## src/rtl/msx_mouse_encoder.sv

```systemverilog
// PS/2 mouse to MSX mouse nibble protocol on joystick port A.
// Accumulates deltas between reads and serves X/Y as four nibbles clocked by STR toggles.
module msx_mouse_encoder #(
  parameter int TIMEOUT_CYCLES = 100000,
  parameter int SYNC_STAGES    = 2
) (
  input  logic       clk_sys,
  input  logic       reset,
  input  logic       mouse_strobe,
  input  logic [8:0] mouse_dx,
  input  logic [8:0] mouse_dy,
  input  logic [1:0] mouse_btn,
  input  logic [5:0] joy_in,
  input  logic       msx_str,
  output logic [5:0] port_out,
  output logic       mouse_active
);
  localparam int CW = $clog2(TIMEOUT_CYCLES + 1);

  typedef enum logic [1:0] {S0, S1, S2, S3} state_t;

  state_t                 r_state, w_state_nx;
  logic [SYNC_STAGES-1:0] r_sync;
  logic                   r_str_d;
  logic                   r_edge;
  logic                   w_edge;
  logic [7:0]             r_acc_x, r_acc_y;
  logic [7:0]             r_lx, r_ly;
  logic [3:0]             r_nib, w_nib;
  logic [CW-1:0]          r_cnt;
  logic                   w_active_nx;
  logic                   w_snap;
  logic [7:0]             w_base_x, w_base_y;
  logic [9:0]             w_sum_x, w_sum_y;

  function automatic logic [7:0] sat8(input logic [9:0] s);
    if (!s[9] && (s[8:7] != 2'b00))      sat8 = 8'h7F;
    else if (s[9] && (s[8:7] != 2'b11))  sat8 = 8'h80;
    else                                 sat8 = s[7:0];
  endfunction

  assign w_edge = r_sync[SYNC_STAGES-1] ^ r_str_d;
  assign w_snap = r_edge && (r_state == S0);

  // A strobe landing on the S0 read sees an already-cleared accumulator
  assign w_base_x = w_snap ? 8'd0 : r_acc_x;
  assign w_base_y = w_snap ? 8'd0 : r_acc_y;
  assign w_sum_x  = {{2{w_base_x[7]}}, w_base_x} - {mouse_dx[8], mouse_dx};
  assign w_sum_y  = {{2{w_base_y[7]}}, w_base_y} + {mouse_dy[8], mouse_dy};

  assign w_active_nx = mouse_strobe ? 1'b1 : ((joy_in != 6'h3F) ? 1'b0 : mouse_active);

  always_comb begin
    w_state_nx = r_state;
    w_nib      = r_nib;
    if (r_edge) begin
      case (r_state)
        S0: begin w_nib = r_acc_x[7:4]; w_state_nx = S1; end
        S1: begin w_nib = r_lx[3:0];    w_state_nx = S2; end
        S2: begin w_nib = r_ly[7:4];    w_state_nx = S3; end
        default: begin w_nib = r_ly[3:0]; w_state_nx = S0; end
      endcase
    end else if (r_cnt == CW'(1)) begin
      w_state_nx = S0;
    end
    if (mouse_active && !w_active_nx) w_state_nx = S0;
  end

  always_ff @(posedge clk_sys) begin
    if (reset) r_state <= S0;
    else       r_state <= w_state_nx;
  end

  always_ff @(posedge clk_sys) begin
    if (reset) begin
      r_sync       <= '0;
      r_str_d      <= 1'b0;
      r_edge       <= 1'b0;
      r_acc_x      <= 8'd0;
      r_acc_y      <= 8'd0;
      r_lx         <= 8'd0;
      r_ly         <= 8'd0;
      r_nib        <= 4'd0;
      r_cnt        <= '0;
      mouse_active <= 1'b0;
      port_out     <= 6'h3F;
    end else begin
      r_sync  <= {r_sync[SYNC_STAGES-2:0], msx_str};
      r_str_d <= r_sync[SYNC_STAGES-1];
      r_edge  <= w_edge;
      r_nib   <= w_nib;

      if (w_snap) begin
        r_lx <= r_acc_x;
        r_ly <= r_acc_y;
      end
      if (mouse_strobe) begin
        r_acc_x <= sat8(w_sum_x);
        r_acc_y <= sat8(w_sum_y);
      end else if (w_snap) begin
        r_acc_x <= 8'd0;
        r_acc_y <= 8'd0;
      end

      if (r_edge)                 r_cnt <= CW'(TIMEOUT_CYCLES);
      else if (r_cnt != '0)       r_cnt <= r_cnt - CW'(1);

      mouse_active <= w_active_nx;
      if (w_active_nx) port_out <= {~mouse_btn, w_nib};
      else             port_out <= joy_in;
    end
  end
endmodule

```

## config.mk

```make
export PLATFORM = sky130hd
export DESIGN_NAME = msx_mouse_encoder
export DESIGN_NICKNAME = d
export VERILOG_FILES = /design/src/rtl/msx_mouse_encoder.sv
export SDC_FILE = /design/constraint.sdc
export NUM_CORES = 1
export LEC_CHECK = 0
export CAP_MARGIN = 20
export CORE_MARGIN = 5
export CORE_UTILIZATION = 55
export CTS_CLUSTER_SIZE = 12
export DETAILED_ROUTE_END_ITERATION = 10
export PLACE_DENSITY_LB_ADDON = 0.1
export SYNTH_ARGS = -nofsm -noshare
export SYNTH_HDL_FRONTEND = slang
export SYNTH_SLANG_ARGS = --single-unit
```

## constraint.sdc

```tcl
create_clock -name clk_sys -period 3.5 [get_ports clk_sys]
set_input_delay 0.7 -clock clk_sys [delete_from_list [all_inputs] [get_ports clk_sys]]
set_output_delay 0.7 -clock clk_sys [all_outputs]
set_load 0.005 [all_outputs]
```

==> results of run 1 <==
[registers in the layout, summed over array words and instances (netlist names), 2 cells and up]
name and cells:
r_acc_x 8, port_out 6, r_cnt 17, r_sync 2, r_acc_y 8, r_nib 4
r_lx 4, r_ly 8, r_state 2
[metrics by stage]
stage	hold WS, ps	area (sq um)	setup WS (ps)	power [uW]	cells
floorplan	413.8	3538	300.9	1922	427
global placement	417.7	4003	55.07	2127	535
CTS	448.5	4202	86.42	2794	551
detailed placement	426.2	4003	11.89	2154	535
finish	441.3	4223	298.9	2780	552
global route	461.3	4223	33.00	2998	552
[cells by family after synthesis]
group / Yosys count / synth area share [%]
XOR/XNOR: 25 / 6.188
adder cells (fa/ha/maj): 27 / 9.972
multiplexers: 7 / 1.980
buffers and inverters: 36 / 3.819
AO/OA/AOI/OAI: 93 / 17.75
flip-flops: 62 / 35.08
AND/OR/NAND/NOR: 177 / 25.21
[power by group through the flow]
stage | Clock (uW) | Combinational [uW] | Sequential (uW)
floorplan | 0 | 960 | 962
global placement | 0 | 1150 | 981
detailed placement | 0 | 1170 | 988
CTS | 643 | 1180 | 972
global route | 671 | 1330 | 995
finish | 628 | 1180 | 971
[metal layers]
layer	track usage, %	vias to the layer above	routed length (um)
li1	-	1549	-
met1	22.99	1352	3290
met2	29.51	43	3386
met3	5.175	10	289
met4	7.072	0	136
met5	0	-	0
[worst max-delay path, cell delays in order, from the launching register on]
cell and delay [ps]:
dfxtp_1 340, inv_1 90, ha_1 190, nand2_2 160
nand2_1 140, ha_1 170, inv_1 50, fa_1 420
a211o_1 300, a21oi_1 230, o21ai_1 110, a21oi_2 250
nor3_1 110, a311oi_4 360, a221oi_1 130
[cells in the mapped netlist, types with 3 or more instances]
| library cell | n |
|---|---|
| nand2b_1 | 10 |
| clkbuf_1 | 9 |
| a222oi_1 | 4 |
| buf_1 | 3 |
| o21ai_1 | 12 |
| ha_1 | 25 |
| nor3_1 | 10 |
| a211oi_1 | 10 |
| a21o_1 | 3 |
| a21oi_1 | 32 |
| o21ai_0 | 6 |
| o211ai_1 | 3 |
| xnor2_1 | 18 |
| nor2_1 | 51 |
| nor2b_1 | 13 |
| inv_1 | 24 |
| dfxtp_1 | 62 |
| o21bai_1 | 6 |
| nand2_1 | 57 |
| xor2_1 | 7 |
| nand3_1 | 6 |
| mux2i_1 | 7 |
| and2_1 | 16 |
[final cells by class]
| class | count | area share (%) |
|---|---|---|
| inverters | 24 | 2.133 |
| multi-input cells | 329 | 51.53 |
| well taps | 77 | 2.281 |
| clock buffers | 10 | 3.259 |
| repair buffers | 44 | 9.956 |
| clock inverters | 6 | 1.452 |
| flip-flops and latches | 62 | 29.39 |
[path summary, 6_finish.rpt]
check / startpoint / to / depth (start not counted)
max: r_state[0] / r_acc_x[0] / 14
min: r_sync[0] / r_sync[1] / 1
max reg2reg: r_state[0] / r_acc_x[0] / 14
min reg2reg: r_sync[0] / r_sync[1] / 1
[timing repair]
action                     in CTS  in global routing
setup endpoints to repair       0                 14
gates resized for setup         0                  2
setup buffers                   0                  1
==> impl_metrics.toml, run 1 <==
[layout]
layout_common_cells = "dfxtp_1 (62), nand2_1 (56), nor2_1 (51)"
n_fill_cell = 556
final_common_cell = "dfxtp_1"
nNetsFinal = 527
area.sequential_sq_um = 1241
final_util_pct = 66.88
num_antenna_cells = 0
drive_gt1_share_pct = 7.579
multiInputGateArea_sq_um = 2176
area_growth_pct = 19.34

[synth]
syn_avg_cell_area_sq_um = 8.287
synth_top_area_share_pct = 35.08
async_flop_share_pct = 0
synth_edf_count = 0
yosysSeqAreaShare_pct = 35.08
ys_top_cells_by_area = "dfxtp_1 (35%), ha_1 (8.8%), nand2_1 (6.0%)"
syn_nets = 484
yosys_warnings = 0
synth.distinct_cells = 53
syn-cell-area_sq_um = 3538
synth.ff_latch_count = 62
syn_inst = 427
synth_area_leader_cell = "dfxtp_1"
synth_flop_cell = "dfxtp_1"

[detailed_routing]
drtAntennaViolNets = 0
wl_per_cell_um = 12.87
drt_iter0_drc = 137
num_vias = 2954
viasPerCell = 5.351
drtPass1Iterations = 4
route.detailed.drc = 0
routed_wl_mm = 7.102

[floorplan]
initial_utilization_pct = 56.04
rows = 29
io-pin-count = 37
die_x_um = 90.21
die_height_um = 90.21
core_area_sq_um = 6314
design.die.area_sq_um = 8138

[sta]
grt_setup_unrepaired = "no"
period_needed_ps = 3201
max_freq_mhz = 312.4
drv_slew = 0
period_share_pct = 91.46
worst_slew_margin_rel_pct = 44.36
clock-skew-final_ps = 12.20
setup_viol = 0
hold_violations = 0
tightestPinTransition_ps = 823.7
tns_ps = 0

[grt]
grt_pass1_vias = 2824
grt_antenna_before_repair = 0
grt_overflow = 0
grt_max_degree = 51
grt_use_total_pct = 18.27
grt_pass1_wl_mm = 12.57

[power_and_ir_drop]
sw_frac_of_total_pct = 36.69
power_frac_seq_pct = 34.9
power_frac_clock_pct = 22.6
comb_power_share_pct = 42.5
max-vdd-ir-drop_mv = 0.6351
powerDensity_nw_per_um2 = 658.2
cell_internal_pwr_uw = 1760
power.switching_uw = 1020
p_leak_uw = 0.001726

[clock_tree]
cts_tree = "done"
cts_buffer_depth = 2
clockRootBuffer = "clkbuf_8"
clock_latency_ps = 340
cts_buffers = 9
htreeDepth = 3
cts_sinks = 62
cts-hold-fix-buffers = 0
clk_pin_slew_ps = 70

[worst_setup_path]
worstPathRequired_ps = 3690
worstSetupPathType = "reg2reg"
crit_path_start_kind = "flip-flop"
crit_fanout = 11
cp-end-kind = "flip-flop"
cp.arrival_ps = 3400
reg2reg_slack_ps = 300

[placed_design]
hpwl_mm = 5.289
place_congestion = 0.8089
place.port_buffers = 36

[min_path]
hold_path_class = "reg2reg"

[job]
drv_cap = 0

[outcome]
outcome = "finished, final reports clean"
Note: power is estimated with default switching activity, not from simulation.
==> inputs of run 2 (changes only) <==
--- a/config.mk
+++ b/config.mk
@@ -5,11 +5,12 @@
 export SDC_FILE = /design/constraint.sdc
 export NUM_CORES = 1
 export LEC_CHECK = 0
-export CAP_MARGIN = 20
+export CAP_MARGIN = 10
 export CORE_MARGIN = 5
 export CORE_UTILIZATION = 55
 export CTS_CLUSTER_SIZE = 12
 export DETAILED_ROUTE_END_ITERATION = 10
+export GPL_ROUTABILITY_DRIVEN = 0
 export PLACE_DENSITY_LB_ADDON = 0.1
 export SYNTH_ARGS = -nofsm -noshare
 export SYNTH_HDL_FRONTEND = slang
==> results of run 2 <==
Final layout, timing and power as in run 1 (identical DEF).
==> inputs of run 3 (changes only) <==
--- a/config.mk
+++ b/config.mk
@@ -8,10 +8,10 @@
 export CAP_MARGIN = 10
 export CORE_MARGIN = 5
 export CORE_UTILIZATION = 55
-export CTS_CLUSTER_SIZE = 12
+export CTS_CLUSTER_SIZE = 24
 export DETAILED_ROUTE_END_ITERATION = 10
 export GPL_ROUTABILITY_DRIVEN = 0
-export PLACE_DENSITY_LB_ADDON = 0.1
+export PLACE_DENSITY = 0.78
 export SYNTH_ARGS = -nofsm -noshare
 export SYNTH_HDL_FRONTEND = slang
 export SYNTH_SLANG_ARGS = --single-unit
==> constraint.sdc (replaced) <==
create_clock -name clk_sys -period 3.5 [get_ports clk_sys]
set_input_delay 0.7 -clock clk_sys [delete_from_list [all_inputs] [get_ports clk_sys]]
set_output_delay 0.7 -clock clk_sys [all_outputs]
set_load 0.05 [all_outputs]
==> run 3 against run 2 <==
Against the previous run: combinational power barely moved; sequential share of layout area grew 0.096 points; non-clock buffer count unchanged; routed wire length rose by 3.4%; critical path type unchanged; critical endpoint is now r_acc_y[3]; largest cell class unchanged; largest power group unchanged.
==> impl_metrics.toml, run 3 (synthesized netlist as in run 1, its figures left out) <==
[outcome]
outcome = "finished, final reports clean"

[min_path]
hold_path_class = "reg2reg"
min_from = "r_sync[0]"
whs_path_depth = 1
hold_end = "r_sync[1]"

[grt]
grt_pass1_vias = 2929
grt_use_total_pct = 18.61
grt_max_degree = 26
grt_antenna_before_repair = 0
grt_overflow = 0
grt_pass1_wl_mm = 12.88

[placed_design]
placed_area_sq_um = 4003
place_ws_ps = 124.9
placedCellCount = 535
hpwl_mm = 5.467
place.port_buffers = 36

[layout]
final_area_sq_um = 4209
layout_common_cells = "dfxtp_1 (62), nand2_1 (56), nor2_1 (51)"
finalNonFillerCells = 552
final_common_cell = "dfxtp_1"
area_growth_pct = 18.95
num_antenna_cells = 0
n_fill_cell = 524
drive_gt1_share_pct = 7.368
largest_reg_flops = 17
largest_register = "r_cnt"
nNetsFinal = 527

[floorplan]
die_x_um = 90.21
initial_utilization_pct = 56.04
die_height_um = 90.21
io-pin-count = 37
rows = 29
design.die.area_sq_um = 8138
core_area_sq_um = 6314

[worst_setup_path]
worstReg2RegStart = "r_state[1]"
crit_path_start_kind = "flip-flop"
cp-end-kind = "flip-flop"
critPathMaxStageDelay_ps = 350
timing.rr.end = "r_acc_y[3]"
reg2reg_slack_ps = 290
worstSetupPathType = "reg2reg"
worstPathRequired_ps = 3770
crit_fanout = 15
cp_slowest_cell = "dfxtp_1"
critPathBufInv = 3
crit_family = "compound AO/OA/AOI/OAI gates"
rr_worst_depth = 14
path_cells = "inv_1 -> ha_1 -> nand2_2 -> buf_4 -> and2_1 -> ha_1 -> o211ai_1 -> o21ai_1 -> a2111oi_1 -> a221o_1 -> a2111oi_4 -> buf_4 -> nor2_1 -> o21ai_1"
cp.arrival_ps = 3480
critPathLaunch = "r_state[1]"

[sta]
grt_setup_unrepaired = "no"
tightestPinTransition_ps = 792.6
setup_slack_ps = 290.5
tns_ps = 0
worst_slew_margin_rel_pct = 46.46
hold_violations = 0
clock-skew-final_ps = 7.137
setup_viol = 0
drv_slew = 0
period_needed_ps = 3209
period_share_pct = 91.70
max_freq_mhz = 311.6

[clock_tree]
cts-hold-fix-buffers = 0
cts_buffers = 9
clockRootBuffer = "clkbuf_8"
clock_latency_ps = 340
cts_buffer_depth = 2
clk_pin_slew_ps = 70
cts_tree = "done"
cts_sinks = 62
htreeDepth = 3

[detailed_routing]
num_vias = 2997
wl_per_cell_um = 13.30
drt_iter0_drc = 135
drtAntennaViolNets = 0
routed_wl_mm = 7.342
route.detailed.drc = 0
viasPerCell = 5.429
drtPass1Iterations = 4

[power_and_ir_drop]
power_frac_clock_pct = 22.0
power_frac_seq_pct = 34.9
powerDensity_nw_per_um2 = 665.3
max-vdd-ir-drop_mv = 0.6532
power.switching_uw = 1052
sw_frac_of_total_pct = 37.56
cell_internal_pwr_uw = 1749
p_leak_uw = 0.001715
comb_power_share_pct = 43.1

[job]
drv_cap = 0
run 3: changes by cell type in the layout (fill, tap and decap cells not counted):
cell | before | now
clkbuf_8 | 10 | 9
a2111oi_0 | 1 | 0
a311oi_4 | 1 | 0
clkinvlp_4 | 1 | 2
nor3_1 | 10 | 9
clkinv_2 | 3 | 1
clkinv_4 | 1 | 0
nor3_2 | 0 | 1
a311oi_2 | 0 | 1
inv_6 | 0 | 1
clkbuf_1 | 0 | 2
a2111oi_1 | 0 | 1
run 3: worst max-delay path by stage:
stage	end	slack [ps]	depth (start not counted)
5_1_grt	r_acc_y[5]	30	15
3_3_place_gp	r_acc_y[4]	210	11
2_1_floorplan	r_acc_y[3]	300	15
3_5_place_dp	r_acc_y[3]	120	11
4_1_cts	r_acc_y[3]	110	14
6_report	r_acc_y[3]	290	14
run 3: layout make-up:
class | instances | area [sq um] | area share, %
clock buffers | 11 | 131.4 | 3.121
clock inverters | 5 | 58.81 | 1.397
inverters | 24 | 90.09 | 2.140
multi-input cells | 329 | 2171 | 51.58
flip-flops and latches | 62 | 1241 | 29.49
well taps | 77 | 96.34 | 2.289
repair buffers | 44 | 420.4 | 9.988
run 3: per-layer routing:
| layer | up-vias | GRT usage [%] | wire (um) |
|---|---|---|---|
| li1 | 1550 | - | - |
| met5 | - | 0 | 0 |
| met3 | 16 | 3.589 | 194 |
| met4 | 0 | 7.320 | 151 |
| met2 | 41 | 31.59 | 3608 |
| met1 | 1390 | 23.12 | 3388 |
run 3: per-stage QoR:
step / hold slack [ps] / power [uW] / utilization [%]
floorplan: 413.8 / 1941 / -
global placement: 422.6 / 2144 / 63.40
detailed placement: 428.8 / 2185 / 63.40
CTS: 449.7 / 2805 / 66.41
global route: 480.5 / 3007 / 66.67
finish: 444.8 / 2800 / 66.67
run 3: timing repair:
item                                    4_1_cts  5_1_grt
gates resized for setup                       0        3
endpoints found under the setup margin        0       12
buffers inserted                              0        1
endpoints found under the hold margin         0        0
run 3: power by group through the flow:
stage,clock network [uW],logic (uW),registers (uW)
detailed placement,0,1190,991
global placement,0,1160,980
CTS,622,1210,977
floorplan,0,960,981
finish,616,1210,978
global route,655,1350,998
